`config.mk`:
```
export PLATFORM = sky130hd
export DESIGN_NAME = dt_arbiter
export DESIGN_NICKNAME = d
export VERILOG_FILES = /design/src/rtl/ecc_pkg.sv /design/src/rtl/rr_pick.sv /design/src/rtl/dt_arbiter.sv
export SDC_FILE = /design/constraint.sdc
export NUM_CORES = 1
export LEC_CHECK = 0
export ABC_AREA = 0
export ABC_CLOCK_PERIOD_IN_PS = 2400
export BUFFER_PORTS_ARGS = -buffer_cell sky130_fd_sc_hd__buf_2
export CAP_MARGIN = 20
export CELL_PAD_IN_SITES_DETAIL_PLACEMENT = 1
export CELL_PAD_IN_SITES_GLOBAL_PLACEMENT = 2
export CORE_MARGIN = 4
export CORE_UTILIZATION = 24
export CTS_CLUSTER_DIAMETER = 150
export DETAILED_ROUTE_END_ITERATION = 6
export PLACE_DENSITY = 0.9
export SLEW_MARGIN = 0
export SYNTH_ARGS = -nofsm -noshare
export SYNTH_HDL_FRONTEND = slang
export SYNTH_HIERARCHICAL = 1
export SYNTH_SLANG_ARGS = --single-unit
export TNS_END_PERCENT = 30
```
`constraint.sdc`:
```
create_clock -name clk -period 2.4 [get_ports clk]
set_clock_uncertainty 0.2 [all_clocks]
set_input_delay 0.12 -clock clk [delete_from_list [all_inputs] [get_ports clk]]
set_output_delay 0.12 -clock clk [all_outputs]
set_load 0.01 [all_outputs]
```
`src/rtl/ecc_pkg.sv`:
```
// rtl/ecc_pkg.sv - shared types and defaults for the ECC domain-transfer arbiter
package ecc_pkg;

    typedef enum logic [1:0] {
        IDLE  = 2'd0,
        ISSUE = 2'd1,
        BUSY  = 2'd2,
        RESP  = 2'd3
    } dt_state_t;

    localparam int W_DEFAULT       = 32;
    localparam int DT_LATENCY      = 34;
    localparam int TIMEOUT_DEFAULT = 64;

    // Index width never collapses to zero, so NREQ=1 still has a usable index bus.
    function automatic int idx_width(input int n);
        return (n > 1) ? $clog2(n) : 1;
    endfunction

endpackage

```
`src/rtl/rr_pick.sv`:
```
// rtl/rr_pick.sv - combinational round-robin selector: first set req at or after rr_ptr
module rr_pick #(
    parameter int NREQ  = 2,
    parameter int IDX_W = 1
) (
    input  logic [NREQ-1:0]  req,
    input  logic [IDX_W-1:0] rr_ptr,
    output logic [NREQ-1:0]  gnt,
    output logic [IDX_W-1:0] idx,
    output logic             valid
);

    int k;

    always_comb begin
        gnt   = '0;
        idx   = '0;
        valid = 1'b0;
        k     = 0;
        for (int i = 0; i < NREQ; i++) begin
            k = int'(rr_ptr) + i;
            if (k >= NREQ) begin
                k = k - NREQ;
            end
            if (!valid && req[k]) begin
                valid  = 1'b1;
                gnt[k] = 1'b1;
                idx    = IDX_W'(k);
            end
        end
    end

endmodule

```
`src/rtl/dt_arbiter.sv`:
```
// rtl/dt_arbiter.sv - round-robin sharing of one Domain_Transfer converter with done-edge and watchdog
module dt_arbiter
    import ecc_pkg::*;
#(
    parameter int NREQ    = 2,
    parameter int W       = W_DEFAULT,
    parameter int TIMEOUT = TIMEOUT_DEFAULT,
    parameter int IDX_W   = idx_width(NREQ)
) (
    input  logic            clk,
    input  logic            reset,
    input  logic [NREQ-1:0] req,
    input  logic [NREQ-1:0] req_tomont,
    input  logic [NREQ*W-1:0] req_px,
    input  logic [NREQ*W-1:0] req_py,
    input  logic [W-1:0]    prime,
    output logic [NREQ-1:0] gnt,
    output logic [NREQ-1:0] resp_valid,
    output logic            resp_err,
    output logic [W-1:0]    resp_px,
    output logic [W-1:0]    resp_py,
    output logic            dt_in_sig,
    output logic            dt_tomont,
    output logic [W-1:0]    dt_px,
    output logic [W-1:0]    dt_py,
    output logic [W-1:0]    dt_prime,
    input  logic [W-1:0]    dt_px_out,
    input  logic [W-1:0]    dt_py_out,
    input  logic            dt_done
);

    localparam int CNT_W = (TIMEOUT > 1) ? $clog2(TIMEOUT) : 1;

    dt_state_t        state;
    dt_state_t        state_nxt;
    logic [IDX_W-1:0] rr_ptr;
    logic [IDX_W-1:0] idx_q;
    logic [NREQ-1:0]  gnt_q;
    logic [CNT_W-1:0] cnt;
    logic             done_q;
    logic [W-1:0]     hold_px;
    logic [W-1:0]     hold_py;
    logic [W-1:0]     hold_prime;
    logic             hold_tm;
    logic [W-1:0]     resp_px_q;
    logic [W-1:0]     resp_py_q;
    logic             resp_err_q;

    logic [NREQ-1:0]  pick_gnt;
    logic [IDX_W-1:0] pick_idx;
    logic             pick_valid;
    logic [W-1:0]     sel_px;
    logic [W-1:0]     sel_py;
    logic             sel_tm;
    logic             done_edge;
    logic             timeout_hit;

    rr_pick #(
        .NREQ  (NREQ),
        .IDX_W (IDX_W)
    ) u_rr_pick (
        .req    (req),
        .rr_ptr (rr_ptr),
        .gnt    (pick_gnt),
        .idx    (pick_idx),
        .valid  (pick_valid)
    );

    always_comb begin
        sel_px = '0;
        sel_py = '0;
        sel_tm = 1'b0;
        for (int i = 0; i < NREQ; i++) begin
            if (pick_idx == IDX_W'(i)) begin
                sel_px = req_px[i*W +: W];
                sel_py = req_py[i*W +: W];
                sel_tm = req_tomont[i];
            end
        end
    end

    // A done level carried over from the previous operation is not a completion.
    assign done_edge   = dt_done & ~done_q;
    assign timeout_hit = (cnt == CNT_W'(TIMEOUT - 1));

    always_comb begin
        state_nxt = state;
        case (state)
            IDLE:    if (pick_valid) state_nxt = ISSUE;
            ISSUE:   state_nxt = BUSY;
            BUSY:    if (done_edge || timeout_hit) state_nxt = RESP;
            RESP:    state_nxt = IDLE;
            default: state_nxt = IDLE;
        endcase
    end

    always_ff @(posedge clk) begin
        if (reset) begin
            state      <= IDLE;
            rr_ptr     <= '0;
            idx_q      <= '0;
            gnt_q      <= '0;
            cnt        <= '0;
            done_q     <= 1'b0;
            hold_px    <= '0;
            hold_py    <= '0;
            hold_prime <= '0;
            hold_tm    <= 1'b0;
            resp_px_q  <= '0;
            resp_py_q  <= '0;
            resp_err_q <= 1'b0;
        end else begin
            state  <= state_nxt;
            done_q <= dt_done;
            case (state)
                IDLE: begin
                    resp_err_q <= 1'b0;
                    if (pick_valid) begin
                        idx_q      <= pick_idx;
                        gnt_q      <= pick_gnt;
                        hold_px    <= sel_px;
                        hold_py    <= sel_py;
                        hold_tm    <= sel_tm;
                        hold_prime <= prime;
                    end
                end
                ISSUE: begin
                    cnt <= '0;
                end
                BUSY: begin
                    cnt <= cnt + CNT_W'(1);
                    if (done_edge) begin
                        resp_px_q  <= dt_px_out;
                        resp_py_q  <= dt_py_out;
                        resp_err_q <= 1'b0;
                    end else if (timeout_hit) begin
                        resp_px_q  <= '0;
                        resp_py_q  <= '0;
                        resp_err_q <= 1'b1;
                    end
                end
                RESP: begin
                    rr_ptr <= (idx_q == IDX_W'(NREQ - 1)) ? '0 : idx_q + IDX_W'(1);
                end
                default: ;
            endcase
        end
    end

    assign gnt        = (state != IDLE) ? gnt_q : '0;
    assign resp_valid = (state == RESP) ? gnt_q : '0;
    assign resp_err   = resp_err_q;
    assign resp_px    = resp_px_q;
    assign resp_py    = resp_py_q;
    assign dt_in_sig  = (state == ISSUE);
    assign dt_tomont  = hold_tm;
    assign dt_px      = hold_px;
    assign dt_py      = hold_py;
    assign dt_prime   = hold_prime;

endmodule

```
# Word-level counts from Yosys, hierarchy flattened
# Cells that the tools add are included.
[word_totals]
register_bits = 175
input_bits = 231
[op_classes]
n_addsub = 5
n_lt_le_gt_ge = 6
n_eq_ne = 7
muxes = 34
n_bitwise = 3
n_reduce_logical = 14
[op_table]
columns = ["cell", "count"]
rows = [
  ["$mux 32", 7],
  ["$ge 32x1->1 const B", 2],
  ["$lt 32x3->1 const B", 2],
  ["$ge 32x3->1 const B", 1],
  ["$sub 32x3->32 const B", 1],
  ["$mux 1", 16],
  ["$mux 2", 6],
  ["$pmux 6 s2", 1],
  ["$pmux 2 s4", 1],
  ["$reduce_and 2->1", 4],
  ["$reduce_bool 2->1", 4],
  ["$add 6x1->6 const B", 1],
  ["$eq 6x6->1 const B", 1],
  ["$eq 2x2->1 const B", 2],
  ["$ne 2x2->1 const B", 2],
  ["$logic_and 1x1->1", 3],
  ["$ne 3x3->1 const B", 1],
  ["$sub 1x2->3 const B", 1],
  ["$add 1x1->2 const B", 1],
  ["$demux 1 s1", 2],
  ["$eq 2x1->1 const B", 1],
  ["$ge 1x2->1 const B", 1],
  ["$logic_not 2->1", 1],
  ["$or 2x2->2", 1],
  ["6 further kinds", 6],
]

# Longest topological paths before layout
# Gate-level depths: netlist (run 1).
[logic_depth]
ltp_word = 11
mapped_depth = 7
ltp_nobuf = 6

# Modules after synthesis
# Netlist (run 1), hierarchy kept.
[by_module_without_submodules]
columns = ["module", "instances", "cells_per_inst", "area_per_inst_um2", "seq_area_each_um2"]
rows = [
  ["dt_arbiter", 1, 648, 6598.8, 3503.4],
  ["rr_pick", 1, 5, 32.5, 0.0],
]

# Least setup slack after synthesis (run 1)
# No wires, ideal clock.
[synth_path]
kind = "reg-to-reg"
startpoint = "register state[0]"
endpoint = "register cnt[5]"
t_arrival_ps = 1388
required_time_ps = 2130
path_slack_ps = 742
path_stages_with_launch = 7
path_buffers = 1
path_cell_list = "dfxtp_1 -> inv_1 -> ha_1 -> buf_2 -> nand4_1 -> or3_1 -> a21oi_1"
[synth_via]
elab_chain_len = 2
word_cells_on_any_way = 4
classes_between = "eq/ne: 2; mux: 1; reduce/logical: 1"
[synth_lines]
columns = ["item", "line_no", "rtl"]
rows = [
  ["start: declaration", "dt_arbiter.sv:34", "dt_state_t state;"],
  ["start signal: assignment", "dt_arbiter.sv:113", "state <= state_nxt;"],
  ["$eq 2x2->1 / $eq 2x1->1 (equally long branches)", "dt_arbiter.sv:115", "case (state)"],
  ["$pmux 6 s2 / $reduce_bool 2->1 (equally long branches)", "n/a", ""],
  ["end signal: assignment", "dt_arbiter.sv:131", "cnt <= cnt + CNT_W'(1);"],
  ["end: declaration", "dt_arbiter.sv:39", "logic [CNT_W-1:0] cnt;"],
]
# Parallel ways exist; a longest one is shown, timed or not.
# A chain may end at the register's enable or synchronous reset.

# Worst setup path after layout (run 1)
[layout_path]
startpoint = "register rr_ptr"
endpoint = "register hold_px[1] (netlist: dt_px[1])"
[layout_via]
elab_chain_len = 10
word_cells_on_any_way = 21
classes_between = "add/sub: 3; order compare: 2; mux: 13; reduce/logical: 3"
[layout_lines]
columns = ["item", "line_no", "rtl"]
rows = [
  ["start: declaration", "dt_arbiter.sv:36", "logic [IDX_W-1:0] rr_ptr;"],
  ["start signal: assignment", "dt_arbiter.sv:143", "rr_ptr <= (idx_q == IDX_W'(NREQ - 1)) ? '0 : idx_q + IDX_W'(1);"],
  ["branches (longest 8 deep; another with $sub 32x3->32)", "n/a", ""],
  ["$mux 1 *", "rr_pick.sv:25", "if (!valid && req[k]) begin"],
  ["net pick_idx", "dt_arbiter.sv:50", "logic [IDX_W-1:0] pick_idx;"],
  ["$mux 32 *", "dt_arbiter.sv:74", "if (pick_idx == IDX_W'(i)) begin"],
  ["end signal: assignment", "dt_arbiter.sv:121", "hold_px <= sel_px;"],
  ["end: declaration", "dt_arbiter.sv:41", "logic [W-1:0] hold_px;"],
]
# Mark *: on every way through the listed nets, which the timed path passes. The select of a mux whose other input is x is not followed.

==> results of run 1 <==
-- worst min-delay path, delay by kind of cell --
kind                   cells  cell delay [ns]
AO/OA/AOI/OAI              1             0.11
buffers and inverters      2             0.61
-- state kept, by name (all words and copies together), names as in the netlist --
register,count
dt_py,32
resp_err,1
rr_ptr,1
gnt_q,2
cnt,6
idx_q,1
dt_tomont,1
dt_prime,32
resp_px,32
state,2
done_q,1
dt_px,32
resp_py,32
-- cell usage after synthesis, types with 2 or more instances --
library cell	number
sky130_fd_sc_hd__dfxtp_1	175
sky130_fd_sc_hd__nand2_1	74
sky130_fd_sc_hd__nor2_1	74
sky130_fd_sc_hd__mux2i_1	68
sky130_fd_sc_hd__a211oi_1	65
sky130_fd_sc_hd__a22o_1	64
sky130_fd_sc_hd__a21oi_1	36
sky130_fd_sc_hd__buf_2	23
sky130_fd_sc_hd__clkbuf_1	12
sky130_fd_sc_hd__buf_4	11
sky130_fd_sc_hd__buf_6	8
sky130_fd_sc_hd__ha_1	5
sky130_fd_sc_hd__inv_1	5
sky130_fd_sc_hd__a21boi_0	3
sky130_fd_sc_hd__and2_1	3
sky130_fd_sc_hd__xor2_1	3
sky130_fd_sc_hd__a21o_1	2
sky130_fd_sc_hd__nand2b_1	2
sky130_fd_sc_hd__nand4_1	2
sky130_fd_sc_hd__nor2b_1	2
-- repair_timing --
| item | 4_1_cts | 5_1_grt |
|---|---|---|
| buffers inserted | 0 | 6 |
| hold buffers | 236 | 0 |
| setup endpoints to repair | 0 | 40 |
| hold endpoints to repair | 171 | 0 |
| resized for setup | 0 | 6 |
-- cell families (layout without fill, tap and decap cells) --
logic type                 count (synthesis)  after routing
AOI/OAI and AO/OA                        175            175
DFF                                      175            175
and+or+nand+nor                          165            165
muxes                                     68             68
buffers and inverters                     61            690
adders and majority gates                  5              5
xor gates and xnor gates                   4              4
other                                      0              3
-- where the power goes --
part           switching (mW)  internal (mW)  total (mW)
clock                    1.37           1.51        2.89
combinational            2.27           1.71        3.98
sequential              0.373           3.58        3.95
-- final timing paths --
kind,startpoint,endpoint,slack (ns),cells past startpoint
setup reg to reg,rr_ptr,dt_px[1],0.12,7
hold / removal,dt_py_out[10],resp_py[10],0.25,3
hold reg to reg,dt_prime[14],dt_prime[14],0.25,2
setup / recovery,rr_ptr,dt_px[1],0.12,7
-- cell usage in the layout (no fill, tap or decap), types with 3 or more instances in the layout --
| master | n |
|---|---|
| sky130_fd_sc_hd__buf_2 | 396 |
| sky130_fd_sc_hd__dlygate4sd3_1 | 236 |
| sky130_fd_sc_hd__dfxtp_1 | 175 |
| sky130_fd_sc_hd__nor2_1 | 74 |
| sky130_fd_sc_hd__nand2_1 | 74 |
| sky130_fd_sc_hd__mux2i_1 | 68 |
| sky130_fd_sc_hd__a22o_1 | 64 |
| sky130_fd_sc_hd__a211oi_1 | 63 |
| sky130_fd_sc_hd__a21oi_1 | 36 |
| sky130_fd_sc_hd__clkbuf_16 | 18 |
| sky130_fd_sc_hd__buf_4 | 13 |
| sky130_fd_sc_hd__inv_1 | 5 |
| sky130_fd_sc_hd__inv_8 | 5 |
| sky130_fd_sc_hd__ha_1 | 4 |
| sky130_fd_sc_hd__clkinv_4 | 4 |
| sky130_fd_sc_hd__diode_2 | 3 |
| sky130_fd_sc_hd__xor2_1 | 3 |
| sky130_fd_sc_hd__buf_12 | 3 |
-- metrics by stage --
stage / instance area, um2 / utilization / worst slack (ns)
after floorplan: 6630 / - / 0.742
after global placement: 8920 / 0.329 / 0.420
after detailed placement: 8920 / 0.329 / 0.387
after CTS: 11900 / 0.439 / 0.0448
after global routing: 12000 / 0.443 / 0.000393
final: 12000 / 0.443 / 0.119
-- routing by layer --
metal | wire length [um] | vias to the layer above | track usage
met4 | 1360 | 0 | 0.0904
li1 | - | 3557 | -
met5 | 0 | - | 0
met3 | 1760 | 84 | 0.0498
met1 | 10900 | 3521 | 0.193
met2 | 15800 | 300 | 0.348
-- layout make-up --
| class | count | share of cell area |
|---|---|---|
| clock inverter | 15 | 0.0156 |
| sequential | 175 | 0.292 |
| tap | 372 | 0.0388 |
| antenna | 3 | 0.000626 |
| multi-input combinational | 417 | 0.234 |
| clock buffer | 17 | 0.0355 |
| inverter | 6 | 0.00188 |
| timing repair buffer | 652 | 0.381 |
==> impl_metrics.ini, run 1 <==
[worst_setup_path]
critPathKind = reg2reg
end_kind = flip-flop
cp_data_arrival_time_ns = 2.37
critical_path_required_ns = 2.49
cp-start-kind = flip-flop
crit_buf_inv = 4
worst_path_max_fanout = 21
critPathSlowestCell = sky130_fd_sc_hd__dlygate4sd3_1
crit_path_cell_trace = inv_1, a21boi_4, buf_12, buf_16, mux2i_1, dlygate4sd3_1, a211oi_1
timing.critical_path.slowest_cell_delay_ns = 0.61
critPathTopFamily = buffers and inverters

[grt]
grt_pass1_vias = 8324
pin_count_of_the_biggest_net_entering_global_routing = 113
gr-usage-all-layers = 0.187
grt_pass1_wl_mm = 45.7
gr-total-overflow = 0
grt_antenna_before_repair = 3

[synth]
synth_area_um2 = 6630
synth_top_family_by_area = compound AO/OA/AOI/OAI gates
fraction_of_synthesized_cell_area_in_xor_and_xnor_cells = 0.00528
ys_top_cells_by_area = sky130_fd_sc_hd__dfxtp_1 53%, sky130_fd_sc_hd__mux2i_1 10%, sky130_fd_sc_hd__a22o_1 8.5%
synth_simple_gate_area_share = 0.103
synth_seq_cells = 175
synth_compound_area_frac = 0.197
synthesis.yosys.warnings = 6
syn-instance-count = 653
synth-edff-count = 0
synth_top_area_cell = sky130_fd_sc_hd__dfxtp_1
netlist.area_leader.share = 0.528
mappedNetlistNets = 889
synth_fa_ha_area_frac = 0.00943
part_of_the_yosys_area_used_for_sequential_elements = 0.528
post_synth_num_cell_types = 36
synth_flop_cell = sky130_fd_sc_hd__dfxtp_1
ys_async_rst_share = 0
mux_cell_area_share_after_synthesis = 0.103
post_synth.cell_area_avg_um2 = 10.2

[placement]
dpl.cell_count = 1379
port_buffers = 397
routabilityCongestion = 0.741
dpl.hpwl_mm = 17.2

[pwr]
finalPower_mw = 10.8
power.density_cell_area_nw_per_um2 = 901
ir_drop_mv = 0.634
power.static_leakage_nw = 5.63

[clock_tree]
largest_buffer_count_on_any_clock_path = 2
worst_setup_hold_path_clk_slew_ns = 0.08
cts_tree = done
clock_sinks = 175
ctsRootBufferMaster = sky130_fd_sc_hd__clkbuf_16
cts_buffers = 17
cts_max_level = 4
worst_skew_pair.late_latency_ns = 0.42

[sta]
totalNegativeSetupSlack_ns = 0
layout_worst_path_cycle_share = 0.950
slew_violations = 0
max_freq_mhz = 438
post_route_worst_hold_slack_ns = 0.249
worst_slew_pin_slew_ns = 0.681
rsz_0062_raised_after_global_routing = no
timing.slew.headroom = 0.546
final_period_minus_worst_setup_slack_ns = 2.28
final-setup-viol-count = 0
hold_violations = 0

[cells_and_area]
multi_input_comb_area_um2 = 2810
drive_gt1_frac = 0.359
flow.area_growth_from_synthesis_pct = 80.9
final_nets = 1505
nFillCells = 3146
instances_no_fill = 1657
area_occupied_by_registers_um2 = 3500

[floorplan]
ios = 398
core_area_um2 = 27100
start_util = 0.245
die-width_um = 174
floorplan.die_area_um2 = 30400
die_y_um = 174
placement_rows = 60

[detailed_routing]
detailroute.via_count = 7462
detailedRoute.firstPassIterationCount = 4
routedWlPerCell_um = 18.0
drt_first_iter_violations = 324
drtAntennaViolNets = 0
remaining_drc_errors = 0
viasPerCell = 4.50
totalWireLength_mm = 29.8

[job]
maxCapViolCount = 0

[outcome]
status = finished, final reports clean

[worst_hold_path]
hp-class = in2reg
Note: power is estimated with default switching activity, not from simulation.
==> inputs of run 2 (changes only) <==
--- a/config.mk
+++ b/config.mk
@@ -6,16 +6,16 @@
 export NUM_CORES = 1
 export LEC_CHECK = 0
 export ABC_AREA = 0
-export ABC_CLOCK_PERIOD_IN_PS = 2400
+export ABC_CLOCK_PERIOD_IN_PS = 2000
 export BUFFER_PORTS_ARGS = -buffer_cell sky130_fd_sc_hd__buf_2
 export CAP_MARGIN = 20
 export CELL_PAD_IN_SITES_DETAIL_PLACEMENT = 1
 export CELL_PAD_IN_SITES_GLOBAL_PLACEMENT = 2
 export CORE_MARGIN = 4
-export CORE_UTILIZATION = 24
+export CORE_UTILIZATION = 22
 export CTS_CLUSTER_DIAMETER = 150
 export DETAILED_ROUTE_END_ITERATION = 6
-export PLACE_DENSITY = 0.9
+export PLACE_DENSITY = 0.87
 export SLEW_MARGIN = 0
 export SYNTH_ARGS = -nofsm -noshare
 export SYNTH_HDL_FRONTEND = slang
==> constraint.sdc (replaced) <==
create_clock -name clk -period 2 [get_ports clk]
set_clock_uncertainty 0.2 [all_clocks]
set_input_delay 0.1 -clock clk [delete_from_list [all_inputs] [get_ports clk]]
set_output_delay 0.1 -clock clk [all_outputs]
set_load 0.01 [all_outputs]
==> run 2 against run 1 <==
Net effect: die area is 8.7% higher; global-route usage decreased by 0.83 points; hold slack worse by 0.039 ns; fmax grew 23%; clock power increased by 22%; sequential power up 21%; combinational power increased by 24%; core utilization decreased by 3.7 points; clock-buffer cell count did not move; wire length up 2.8%; setup slack improved by 0.021 ns; via count grew 1.8%; critical endpoint is now dt_px[4]; highest routed layer unchanged.
==> impl_metrics.ini, run 2 (synthesis results as in run 1) <==
[grt]
groute.layer.met1.usage = 0.185
grtUsageMet2 = 0.318
busiest_layer = met2
gr-usage-all-layers = 0.179
grt_antenna_before_repair = 6
grt_pass1_wl_mm = 46.9
gr-total-overflow = 0
grt_pass1_vias = 8567
pin_count_of_the_biggest_net_entering_global_routing = 100
grt.met3_usage = 0.0563

[worst_setup_path]
critPathTopFamily = compound AO/OA/AOI/OAI gates
crit_path_cell_trace = inv_1, a21boi_4, buf_12, buf_4, mux2i_1, a211oi_1
critPathKind = reg2reg
critPathSlowestCell = sky130_fd_sc_hd__dfxtp_1
cp-start-kind = flip-flop
end_kind = flip-flop
cp_data_arrival_time_ns = 1.98
worst_path_max_fanout = 30
timing.critical_path.slowest_cell_delay_ns = 0.36
critical_path_required_ns = 2.12
crit_buf_inv = 3

[clock_tree]
cts_tree = done
cts_buffers = 17
worst_setup_hold_path_clk_slew_ns = 0.07
ctsRootBufferMaster = sky130_fd_sc_hd__clkbuf_16
clock_sinks = 175
cts_max_level = 4
largest_buffer_count_on_any_clock_path = 2
worst_skew_pair.late_latency_ns = 0.44
cts_setup_buffers = 0

[cells_and_area]
layout.core_utilization = 0.405
flow.area_growth_from_synthesis_pct = 81.6
final_nets = 1504
nFillCells = 3396
mostFrequentLayoutCell = sky130_fd_sc_hd__buf_2
drive_gt1_frac = 0.361
instances_no_fill = 1677
area_occupied_by_registers_um2 = 3500
mostFrequentLayoutCells = 396 x sky130_fd_sc_hd__buf_2, 232 x sky130_fd_sc_hd__dlygate4sd3_1, 175 x sky130_fd_sc_hd__dfxtp_1
multi_input_comb_area_um2 = 2800

[sta]
hold_violations = 0
final-setup-viol-count = 0
worst_slew_pin_slew_ns = 0.557
layout_worst_path_cycle_share = 0.930
rsz_0062_raised_after_global_routing = no
final_period_minus_worst_setup_slack_ns = 1.86
slew_violations = 0
totalNegativeSetupSlack_ns = 0
post_route_worst_hold_slack_ns = 0.211
timing.slew.headroom = 0.629
max_freq_mhz = 538

[placement]
dpl.hpwl_mm = 17.2
routabilityCongestion = 0.753
dpl.cell_count = 1406
port_buffers = 397

[floorplan]
ios = 398
start_util = 0.223
die_y_um = 182
core_area_um2 = 29700
floorplan.die_area_um2 = 33000
placement_rows = 63
die-width_um = 182

[outcome]
status = finished, final reports clean

[pwr]
power.static_leakage_nw = 5.63
clkPwrFrac = 0.266
intPower_mw = 8.44
finalPower_mw = 13.2
netSwitchingFraction = 0.362
power.density_cell_area_nw_per_um2 = 1100
p_sw_mw = 4.79
p_seq_frac = 0.360
ir_drop_mv = 0.582
pwr-share-comb = 0.375

[detailed_routing]
drtAntennaViolNets = 0
routedWlPerCell_um = 18.3
detailroute.via_count = 7599
drt_first_iter_violations = 219
remaining_drc_errors = 0
totalWireLength_mm = 30.6
detailedRoute.firstPassIterationCount = 4
viasPerCell = 4.53

[job]
maxCapViolCount = 0

[worst_hold_path]
hp-class = in2reg
==> run 2: cell types whose count changed in the layout (fill, tap and decap cells not counted), moves of 3 or more <==
cell,before,now
sky130_fd_sc_hd__dlygate4sd3_1,236,232
sky130_fd_sc_hd__inv_8,5,1
sky130_fd_sc_hd__clkinv_2,0,3
sky130_fd_sc_hd__clkinv_4,4,1
sky130_fd_sc_hd__clkinvlp_4,0,3
sky130_fd_sc_hd__diode_2,3,6
==> run 2: area by class of cell <==
class	count	share of cell area
clock buffer	17	0.0353
timing repair buffer	651	0.382
multi-input combinational	417	0.233
tap	390	0.0405
antenna	6	0.00125
sequential	175	0.291
inverter	6	0.00187
clock inverter	15	0.0152
==> run 2: what timing repair did <==
action | CTS | global route
gates resized for setup | 0 | 5
setup endpoints to repair | 0 | 13
endpoints found under the hold margin | 171 | 0
hold buffers | 232 | 0
==> run 2: per-stage QoR <==
| step | setup WS [ns] | area [um2] |
|---|---|---|
| floorplan | 0.342 | 6630 |
| global placement | 0.213 | 9040 |
| detailed placement | 0.113 | 9040 |
| CTS | 0.0884 | 12000 |
| global route | 0.0182 | 12000 |
| finish | 0.140 | 12000 |
==> run 2: final timing paths <==
path | start | to | cells past startpoint | slack, ns
worst max-delay path | rr_ptr | dt_px[4] | 6 | 0.14
worst min-delay path | dt_py_out[24] | resp_py[24] | 3 | 0.21
worst max register to register | rr_ptr | dt_px[4] | 6 | 0.14
worst min register to register | dt_prime[8] | dt_prime[8] | 2 | 0.25
==> run 2: power by group through the flow <==
stage               combinational [mW]  clock, mW  sequential [mW]
global route                      5.42       3.76             4.85
CTS                               4.70       3.63             4.73
detailed placement                4.34          0             4.80
global placement                  4.25          0             4.76
finish                            4.95       3.52             4.76
floorplan                         2.23          0             5.11
==> run 2: metal layers <==
| layer | wire length [um] | share of wire |
|---|---|---|
| met1 | 11300 | 0.37 |
| met2 | 15700 | 0.51 |
| met3 | 2090 | 0.068 |
| met4 | 1540 | 0.050 |
| met5 | 0 | 0 |
==> run 2: tightest hold or removal path: stages <==
cell and delay (ns):
sky130_fd_sc_hd__dlygate4sd3_1 0.52, sky130_fd_sc_hd__buf_2 0.09, sky130_fd_sc_hd__a22o_1 0.11
==> inputs of run 3 (changes only) <==
--- a/config.mk
+++ b/config.mk
@@ -10,12 +10,12 @@
 export BUFFER_PORTS_ARGS = -buffer_cell sky130_fd_sc_hd__buf_2
 export CAP_MARGIN = 20
 export CELL_PAD_IN_SITES_DETAIL_PLACEMENT = 1
-export CELL_PAD_IN_SITES_GLOBAL_PLACEMENT = 2
+export CELL_PAD_IN_SITES_GLOBAL_PLACEMENT = 1
 export CORE_MARGIN = 4
-export CORE_UTILIZATION = 22
+export CORE_UTILIZATION = 28
 export CTS_CLUSTER_DIAMETER = 150
 export DETAILED_ROUTE_END_ITERATION = 6
-export PLACE_DENSITY = 0.87
+export PLACE_DENSITY = 0.86
 export SLEW_MARGIN = 0
 export SYNTH_ARGS = -nofsm -noshare
 export SYNTH_HDL_FRONTEND = slang
==> run 3 against run 2 <==
Net effect: sequential share of layout area is 0.25 points higher; die area shrank 21%; setup slack lost 0.070 ns; highest routed layer unchanged; critical path depth down 1; fmax fell by 3.6%; critical path type is now reg2out; clock-buffer cell count unchanged; core utilization up 11 points; first-iteration DRC count rose by 110%; hold slack better by 0.024 ns; combinational power grew 3%; register-to-register slack lost 0.03 ns; via count rose by 2.1%.
==> impl_metrics.ini, run 3 (synthesis results as in run 1) <==
[pwr]
finalPower_mw = 13.2
ir_drop_mv = 0.523
intPower_mw = 8.12
clkPwrFrac = 0.250
pwr-share-comb = 0.385
p_seq_frac = 0.365
power.density_cell_area_nw_per_um2 = 1110
netSwitchingFraction = 0.385
power.static_leakage_nw = 5.62
p_sw_mw = 5.09

[sta]
final_period_minus_worst_setup_slack_ns = 1.93
rsz_0062_raised_after_global_routing = no
hold_violations = 0
totalNegativeSetupSlack_ns = 0
layout_worst_path_cycle_share = 0.965
timing.slew.headroom = 0.673
worst_slew_pin_slew_ns = 0.491
final-setup-viol-count = 0
slew_violations = 0
max_freq_mhz = 518

[worst_setup_path]
crit_path_cell_trace = inv_1, ha_2, buf_4, nor2b_1, buf_2
critPathKind = reg2out
cp-start-kind = flip-flop
crit_buf_inv = 3
critPathTopFamily = buffers and inverters
end_kind = primary output
critPathSlowestCell = sky130_fd_sc_hd__dfxtp_2
worst_path_max_fanout = 5
timing.critical_path.slowest_cell_delay_ns = 0.39
critical_path_required_ns = 1.70
cp_data_arrival_time_ns = 1.63

[clock_tree]
worst_skew_pair.late_latency_ns = 0.43
largest_buffer_count_on_any_clock_path = 2
cts_buffers = 17
cts_tree = done
ctsRootBufferMaster = sky130_fd_sc_hd__clkbuf_16
clock_sinks = 175
worst_setup_hold_path_clk_slew_ns = 0.08
cts_max_level = 4

[grt]
gr-usage-all-layers = 0.235
grt_pass1_wl_mm = 48.8
gr-total-overflow = 0
pin_count_of_the_biggest_net_entering_global_routing = 95
grt_antenna_before_repair = 7
grt_pass1_vias = 8730

[detailed_routing]
routedWlPerCell_um = 20.3
detailroute.via_count = 7759
remaining_drc_errors = 0
detailedRoute.firstPassIterationCount = 5
drt_first_iter_violations = 458
viasPerCell = 4.82
drtAntennaViolNets = 0
totalWireLength_mm = 32.8

[floorplan]
ios = 398
start_util = 0.283
floorplan.die_area_um2 = 26200
die_y_um = 162
placement_rows = 56
core_area_um2 = 23400
die-width_um = 162

[cells_and_area]
final_nets = 1507
mostFrequentLayoutCells = 396 x sky130_fd_sc_hd__buf_2, 232 x sky130_fd_sc_hd__dlygate4sd3_1, 173 x sky130_fd_sc_hd__dfxtp_1
flow.area_growth_from_synthesis_pct = 80.2
mostFrequentLayoutCell = sky130_fd_sc_hd__buf_2
drive_gt1_frac = 0.364
nFillCells = 2755

[placement]
routabilityCongestion = 0.739
dpl.hpwl_mm = 17.4
port_buffers = 397

[job]
maxCapViolCount = 0

[worst_hold_path]
hp-class = in2reg

[outcome]
status = finished, final reports clean
run 3: cell count changes in the layout (fill, tap and decap cells not counted), sizes merged, moves of 2 or more:
cell,previous run,this run
bufinv,3,0
inv,11,14
and2,3,5
buf,417,419
clkinv,4,6
clkinvlp,3,1
run 3: layout make-up:
class / count / area (um2) / share of cell area
tap: 319 / 399 / 0.0334
inverter: 6 / 22.5 / 0.00189
sequential: 175 / 3510 / 0.293
clock buffer: 17 / 425 / 0.0356
antenna: 7 / 17.5 / 0.00147
clock inverter: 15 / 166 / 0.0139
multi-input combinational: 419 / 2820 / 0.236
timing repair buffer: 652 / 4590 / 0.384
run 3: worst paths after layout:
kind | cells after the start | endpoint | slack (ns) | start
worst max register to register | 6 | dt_py[3] | 0.11 | state[0]
worst min register to register | 2 | dt_prime[26] | 0.26 | dt_prime[26]
worst max-delay path | 5 | gnt[0] | 0.07 | state[0]
worst min-delay path | 3 | resp_px[21] | 0.23 | dt_px_out[21]
run 3: layer usage:
| metal | global-route usage | wire [um] | share of wire |
|---|---|---|---|
| met1 | 0.250 | 12400 | 0.38 |
| met2 | 0.423 | 16500 | 0.50 |
| met3 | 0.0771 | 2560 | 0.078 |
| met4 | 0.109 | 1300 | 0.040 |
| met5 | 0 | 0 | 0 |
run 3: power by group through the flow:
| stage | Combinational (mW) | Clock, mW | Sequential (mW) |
|---|---|---|---|
| 4_1_cts | 4.75 | 3.40 | 4.73 |
| 3_3_place_gp | 4.20 | 0 | 4.75 |
| 6_report | 5.09 | 3.31 | 4.82 |
| 2_1_floorplan | 2.23 | 0 | 5.11 |
| 5_1_grt | 5.49 | 3.53 | 4.90 |
| 3_5_place_dp | 4.37 | 0 | 4.80 |
run 3: metrics by stage:
| stage | setup WS [ns] | cell area, um2 | utilization | hold slack [ns] | instances |
|---|---|---|---|---|---|
| finish | 0.0699 | 11900 | 0.511 | 0.235 | 1610 |
| global route | 0.0108 | 11900 | 0.511 | 0.223 | 1610 |
| CTS | 0.0494 | 11900 | 0.508 | 0.198 | 1601 |
| detailed placement | 0.00120 | 8980 | 0.384 | 0.121 | 1336 |
| global placement | 0.102 | 8980 | 0.384 | 0.116 | 1336 |
| floorplan | 0.342 | 6630 | - | 0.0326 | 653 |
run 3: timing repair:
| action | 4_1_cts | 5_1_grt |
|---|---|---|
| resized for setup | 0 | 6 |
| setup buffers | 1 | 0 |
| cloned | 0 | 2 |
| hold buffers | 232 | 0 |
| setup endpoints to repair | 30 | 66 |
| hold endpoints to repair | 166 | 0 |
| pin swaps | 1 | 1 |
run 3: worst reg2reg max path, delay by kind of cell, from the launching register on:
| kind | cells | cell delay [ns] |
|---|---|---|
| AOI/OAI and AO/OA | 1 | 0.33 |
| and+or+nand+nor | 2 | 0.33 |
| adders and majority gates | 1 | 0.26 |
| buffers and inverters | 2 | 0.31 |
| DFF | 1 | 0.36 |
